<file path="src/rtl/regop_pkg.sv">
// Shared types and default widths for the register-operation sequencer slice.
// Opcode and FSM state encodings are used by the sequencer and its ALU.
package regop_pkg;

    localparam int DATA_W_DEF  = 8;
    localparam int RADDR_W_DEF = 2;

    typedef enum logic [1:0] {
        OP_LDI = 2'b00,
        OP_ADD = 2'b01,
        OP_SUB = 2'b10,
        OP_MOV = 2'b11
    } opcode_t;

    typedef enum logic [2:0] {
        S_IDLE  = 3'd0,
        S_READ  = 3'd1,
        S_EXEC  = 3'd2,
        S_WRITE = 3'd3,
        S_DONE  = 3'd4
    } state_t;

endpackage

</file>
<file path="src/rtl/regop_alu.sv">
// Combinational ALU for the sequencer: produces a result one bit wider than the data.
// The top bit is the ADD carry / SUB borrow and is zero for LDI and MOV.
module regop_alu
    import regop_pkg::*;
#(
    parameter int DATA_W = DATA_W_DEF
) (
    input  opcode_t           op,
    input  logic [DATA_W-1:0] a,
    input  logic [DATA_W-1:0] b,
    input  logic [DATA_W-1:0] imm,
    output logic [DATA_W:0]   res
);

    // Result select; the extra top bit captures carry or borrow.
    always_comb begin
        res = '0;
        case (op)
            OP_LDI:  res = {1'b0, imm};
            OP_ADD:  res = {1'b0, a} + {1'b0, b};
            OP_SUB:  res = {1'b0, a} - {1'b0, b};
            OP_MOV:  res = {1'b0, a};
            default: res = '0;
        endcase
    end

endmodule

</file>
<file path="src/rtl/regop_sequencer.sv">
// Multi-cycle read / execute / write-back controller for an external 4x8 register file.
// One operation at a time; requests arriving while busy are dropped.
module regop_sequencer
    import regop_pkg::*;
#(
    parameter int DATA_W  = DATA_W_DEF,
    parameter int RADDR_W = RADDR_W_DEF
) (
    input  logic               clk,
    input  logic               reset,
    input  logic               start,
    input  logic [1:0]         opcode,
    input  logic [RADDR_W-1:0] rd,
    input  logic [RADDR_W-1:0] rs1,
    input  logic [RADDR_W-1:0] rs2,
    input  logic [DATA_W-1:0]  imm,
    output logic [RADDR_W-1:0] rf_sel_a,
    output logic [RADDR_W-1:0] rf_sel_b,
    input  logic [DATA_W-1:0]  rf_data_a,
    input  logic [DATA_W-1:0]  rf_data_b,
    output logic               rf_we,
    output logic [RADDR_W-1:0] rf_sel_w,
    output logic [DATA_W-1:0]  rf_data_w,
    output logic               busy,
    output logic               done,
    output logic [DATA_W-1:0]  result,
    output logic               flag_z,
    output logic               flag_c
);

    state_t             state_r;
    opcode_t            opcode_r;
    logic [RADDR_W-1:0] rd_r;
    logic [DATA_W-1:0]  imm_r;
    logic [DATA_W-1:0]  op_a_r;
    logic [DATA_W-1:0]  op_b_r;
    logic [DATA_W:0]    res_r;
    logic [DATA_W:0]    alu_res_s;

    regop_alu #(
        .DATA_W (DATA_W)
    ) u_alu (
        .op  (opcode_r),
        .a   (op_a_r),
        .b   (op_b_r),
        .imm (imm_r),
        .res (alu_res_s)
    );

    // Sequencer FSM with all outputs registered; rs1/rs2 are latched straight into the read selects.
    always_ff @(posedge clk) begin
        if (reset) begin
            state_r   <= S_IDLE;
            opcode_r  <= OP_LDI;
            rd_r      <= '0;
            imm_r     <= '0;
            op_a_r    <= '0;
            op_b_r    <= '0;
            res_r     <= '0;
            rf_sel_a  <= '0;
            rf_sel_b  <= '0;
            rf_we     <= 1'b0;
            rf_sel_w  <= '0;
            rf_data_w <= '0;
            busy      <= 1'b0;
            done      <= 1'b0;
            result    <= '0;
            flag_z    <= 1'b0;
            flag_c    <= 1'b0;
        end else begin
            rf_we <= 1'b0;
            done  <= 1'b0;
            case (state_r)
                S_IDLE: begin
                    if (start) begin
                        opcode_r <= opcode_t'(opcode);
                        rd_r     <= rd;
                        imm_r    <= imm;
                        rf_sel_a <= rs1;
                        rf_sel_b <= rs2;
                        busy     <= 1'b1;
                        state_r  <= S_READ;
                    end else begin
                        state_r  <= S_IDLE;
                    end
                end
                S_READ: begin
                    op_a_r  <= rf_data_a;
                    op_b_r  <= rf_data_b;
                    state_r <= S_EXEC;
                end
                S_EXEC: begin
                    // Write port is loaded here so rf_we is high exactly during WRITE.
                    res_r     <= alu_res_s;
                    rf_we     <= 1'b1;
                    rf_sel_w  <= rd_r;
                    rf_data_w <= alu_res_s[DATA_W-1:0];
                    state_r   <= S_WRITE;
                end
                S_WRITE: begin
                    result  <= res_r[DATA_W-1:0];
                    flag_z  <= (res_r[DATA_W-1:0] == '0);
                    flag_c  <= res_r[DATA_W];
                    done    <= 1'b1;
                    state_r <= S_DONE;
                end
                S_DONE: begin
                    busy    <= 1'b0;
                    state_r <= S_IDLE;
                end
                default: begin
                    busy    <= 1'b0;
                    state_r <= S_IDLE;
                end
            endcase
        end
    end

endmodule

</file>
<file path="config.mk">
export PLATFORM = sky130hd
export DESIGN_NAME = regop_sequencer
export DESIGN_NICKNAME = d
export VERILOG_FILES = /design/src/rtl/regop_pkg.sv /design/src/rtl/regop_alu.sv /design/src/rtl/regop_sequencer.sv
export SDC_FILE = /design/constraint.sdc
export NUM_CORES = 1
export LEC_CHECK = 0
export BUFFER_PORTS_ARGS = -buffer_cell sky130_fd_sc_hd__buf_2
export CAP_MARGIN = 5
export CORE_MARGIN = 2
export CORE_UTILIZATION = 54
export CTS_CLUSTER_DIAMETER = 100
export DETAILED_ROUTE_END_ITERATION = 16
export GPL_ROUTABILITY_DRIVEN = 0
export PLACE_DENSITY = 0.76
export REMOVE_ABC_BUFFERS = 1
export SLEW_MARGIN = 5
export SYNTH_ARGS = -nofsm -noshare
export SYNTH_HDL_FRONTEND = slang
export SYNTH_SLANG_ARGS = --single-unit
</file>
<file path="constraint.sdc">
create_clock -name clk -period 3.4 [get_ports clk]
set_clock_uncertainty 0.15 [all_clocks]
set_input_delay 0.68 -clock clk [delete_from_list [all_inputs] [get_ports clk]]
set_output_delay 0.68 -clock clk [all_outputs]
set_load 0.05 [all_outputs]
</file>
Word-level counts from Yosys, hierarchy flattened

Cells that the tools add are included.

Flip-flop bits (word level): 67
Input bits: 35
Output and inout bits: 27
Logic and storage cells: 40

Add/subtract/negate cells: 2
Equal/unequal tests: 7
Multiplexer cells: 7
Bitwise gates (word level): 1
Reductions and logical operators: 6

Operators by type and width:

| kind                                                                  | count |
|---|---|
| 9-bit one-hot mux with 4 select lines                                 | 1 |
| 3-bit one-hot mux with 4 select lines                                 | 1 |
| 8-bit by 8-bit adder with 9-bit output                                | 1 |
| 8-bit by 8-bit subtractor with 9-bit output                           | 1 |
| 8-bit zero test                                                       | 1 |
| 3-bit by 2-bit equality test with 1-bit output, second input constant | 2 |
| 2-bit equality test, second input constant                            | 2 |
| 1-bit 2-to-1 mux                                                      | 4 |
| 2-bit AND reduction                                                   | 2 |
| 3-bit by 1-bit equality test with 1-bit output, second input constant | 1 |
| 3-bit zero test                                                       | 1 |
| 3-bit OR reduction                                                    | 1 |
| 2-bit by 1-bit equality test with 1-bit output, second input constant | 1 |
| 2-bit zero test                                                       | 1 |
| 2-bit inequality test, second input constant                          | 1 |
| 1-bit one-hot mux with 2 select lines                                 | 1 |
| 1-bit inverter                                                        | 1 |

Logic depth before layout (Yosys ltp)

Depth after elaboration: 4
Depth in mapped cells: 11
Mapped depth without buffers: 10

Modules after synthesis

From an unflattened synthesis, not the netlist that was laid out.

Cells, all modules: 355
Area, all modules: 2881.5 µm²

Modules (own cells, without submodules):

| module          | instances | cells an instance | area each (µm²) | sequential area each (µm²) |
|---|---|---|---|---|
| regop_sequencer | 1         | 252               | 2185.8          | 1181.1 |
| regop_alu       | 1         | 103               | 695.7           | 0.0 |

Least setup slack after synthesis

No wires, ideal clock.

Kind: flip-flop to flip-flop
Start point: reg opcode_r[0]
End point: reg res_r[8]
Library setup time: 0.096 ns
Data arrival time: 2.272 ns
Required time: 3.154 ns
Slack: 0.882 ns
Stages on the path, launching flop included: 11
Buffers on the path: 1
Clock period less this slack: 2.518 ns
Cells stage by stage: dfxtp_1 > inv_1 > ha_1 > clkbuf_1 > mux2i_1 > fa_1 > a21o_1 > a221oi_2 > o21ai_0 > xor2_1 > o41ai_2

Longest elaborated chain between the ends: 2
Elaborated cells between the ends (all ways): 5
Classes of those cells: eq/ne (3); mux (1); reduce/logical (1)

Ends and longest elaborated chain:

| element                                           | line                  | text |
|---|---|---|
| start, declared                                   | regop_sequencer.sv:32 | `opcode_t opcode_r;` |
| start signal, assigned                            | regop_sequencer.sv:76 | `opcode_r <= opcode_t'(opcode);` |
| 2-bit equality test, or another cell as far along | regop_alu.sv:18       | `case (op)` |
| 9-bit one-hot mux with 4 select lines *           | regop_alu.sv:18       |  |
| end signal, assigned                              | regop_sequencer.sv:94 | `res_r <= alu_res_s;` |
| end, declared                                     | regop_sequencer.sv:37 | `logic [DATA_W:0] res_r;` |

Every way passes the cells marked *; elsewhere a longest branch is shown, timed or not.
A chain may end at the register's enable or synchronous reset.

Final worst setup path

Same ends and word-level chain as after synthesis.

==> metrics.cfg <==
[sta]
fin_crit_sh_pct = 78.7
drv_slew = 0
hold_viol_final = 0
fin_tns_setup_ns = 0
fmax_mhz = 374
whs_ns = 0.300
maxSlewHeadroom_pct = 39.6
setup_viol = 0
tightest_slew_ns = 0.903
rsz0062_at_grt = false
period_minus_slack_ns = 2.68

[cts]
worstSkewPairLatency_ns = 0.33
cts_hold_buffers = 0
post_cts_buffers = 0
root_buffer = clkbuf_8
clkSinkCount = 59
cts_tree = built
cts_made_buffers = 9
cts.htree.levels = 3
clk_path_buf_depth = 2
cts_resized = 0
clk_pin_slew_worst_paths_ns = 0.06

[placement]
port_buffers = 61
dp.final_hpwl_mm = 4.17

[global_route]
grt_pass1_vias = 2277
antenna_found_initial = 0
grt_first_pass_wirelength_mm = 10.2
gr-total-overflow = 0
grt_usage_pct = 21.7
grt_start_max_net_pins = 38

[detailed_routing]
vias_per_cell = 5.21
route.final.wire_length_mm = 5.87
ant_nets = 0
route.detailed.drc = 0
firstDrtPassIters = 4
num_vias = 2388
drt_iter0_drc = 95
wl_per_cell_microns = 12.8

[die]
num_rows = 26
core_sq_um = 5070
die_area_sq_um = 5820
chipWidth_microns = 76.3
num_io_pins = 62
fp.dieH_microns = 76.3
start_util_pct = 55.6

[logic_synthesis]
async_flop_share_pct = 0
syn_area_per_cell_sq_um = 8.33
synthCells = 339
synth_cell_types = 40
ys.flop_type = dfxtp_1
ys_ff_latch = 59
synth_warnings = 0
seq_area_frac_synth_pct = 41.8
synth_common_cells = 80 x nand2_1, 59 x dfxtp_1, 47 x a21oi_1
synth_area_sq_um = 2820
synth_area_leaders = dfxtp_1 42%, nand2_1 11%, a21oi_1 8.3%, ha_1 5.3%, mux2i_1 3.5%
yosys.area.top_type_share_pct = 41.8
synth_edf_count = 0
yosysTopAreaCell = dfxtp_1
synthMostInstantiatedCell = nand2_1

[setup_path]
start_kind = flop
crit_type = reg2reg
worst-path-buf-inv = 1
arrival_ns = 2.76
endpoint_kind = flop
max_stage_delay_ns = 0.45
cp.required_ns = 3.49
crit_fanout = 8
crit_slowest_cell = fa_1
critical_path.cell_chain = inv_1, ha_1, mux2i_1, fa_1, a21o_1, a221oi_2, o21ai_0, xor2_1, o41ai_2
crit_family = compound AO/OA/AOI/OAI gates

[pwr]
power_per_cell_area_nw_per_um2 = 571
p_leak_uw = 0.00144
irDropWorstVdd_mv = 0.263

[flow_run]
drv_cap = 0

[cells_and_area]
drive_gt1_share_pct = 21.6
synthToLayoutAreaGrowth_pct = 15.5
antenna_cells = 0
final_nets = 433

[outcome]
status = completed

[worst_hold_path]
hp-class = reg2reg

## routing by layer
| layer | track usage (%) | part of all wire (%) |
|---|---|---|
| met5 | 0 | 0 |
| met4 | 9.82 | 0.94 |
| met3 | 5.92 | 4.0 |
| met2 | 35.6 | 48 |
| met1 | 26.7 | 47 |
## final timing paths
| kind | startpoint | end | slack [ns] | cells past startpoint |
|---|---|---|---|---|
| max | opcode_r[0] | res_r[8] | 0.72 | 9 |
| min | imm_r[0] | imm_r[0] | 0.30 | 2 |
| max reg2reg | opcode_r[0] | res_r[8] | 0.72 | 9 |
| min reg2reg | imm_r[0] | imm_r[0] | 0.30 | 2 |
## where the power goes
part / leakage, uW / internal, uW / switching [uW]
logic: 0.000861 / 193 / 294
clock network: 0.0000950 / 348 / 252
registers: 0.000481 / 735 / 40.8
total: 0.00144 / 1280 / 586
## tightest hold or removal path: cells and delay by family (launching register included)
kind | cells | cell delay [ns]
and+or+nand+nor | 1 | 0.05
DFF | 1 | 0.30
AOI/OAI and AO/OA | 1 | 0.05
## layout by cell type, fill, tap and decap left out, types with 5 or more instances in the layout
cell and n:
o21ai_0 9, mux2i_1 10, xnor2_1 9, dfxtp_1 59
ha_1 12, a21oi_1 47, nand2_1 80, xor2_1 5
clkbuf_8 10, nand3b_1 7, buf_2 61, inv_1 7
nor2_1 22, nor3_1 8
## layout make-up
type / count / area (sq um)
Sequential cell: 59 / 1180
Clock buffer: 11 / 141
Clock inverter: 3 / 40.0
Inverter: 7 / 26.3
Fill cell: 467 / 1810
Tap cell: 70 / 87.6
Timing Repair Buffer: 62 / 313
Multi-Input combinational cell: 246 / 1470
## registers in the layout, indices dropped and copies added (netlist names)
name / cells
opcode_r: 2
op_a_r: 8
done: 1
rf_sel_a: 2
state_r: 3
flag_c: 1
op_b_r: 8
res_r: 2
rf_sel_w: 2
rf_sel_b: 2
rd_r: 2
busy: 1
rf_data_w: 7
imm_r: 8
flag_z: 1
rf_we: 1
result: 8
## cells by family (layout without fill, tap and decap cells)
kind of cell	count (synthesis)	after routing	synth area share [%]
and+or+nand+nor	134	134	22.1
AOI/OAI and AO/OA	75	75	16.1
DFF	59	59	41.8
buffers and inverters	34	83	6.03
xor gates and xnor gates	14	14	4.34
adders and majority gates	13	13	6.03
muxes	10	10	3.55
## metrics by stage
stage / util, % / setup WS, ns / total power, uW / cells / cell area, sq um
3_3_place_gp: 60.7 / 0.842 / 1260 / 444 / 3080
5_1_grt: 64.3 / 0.544 / 1970 / 458 / 3260
3_5_place_dp: 60.7 / 0.728 / 1270 / 444 / 3080
4_1_cts: 64.3 / 0.713 / 1880 / 458 / 3260
2_1_floorplan: - / 0.957 / 1150 / 312 / 2680
6_report: 64.3 / 0.723 / 1860 / 458 / 3260
(Power assumes the default switching activity.)
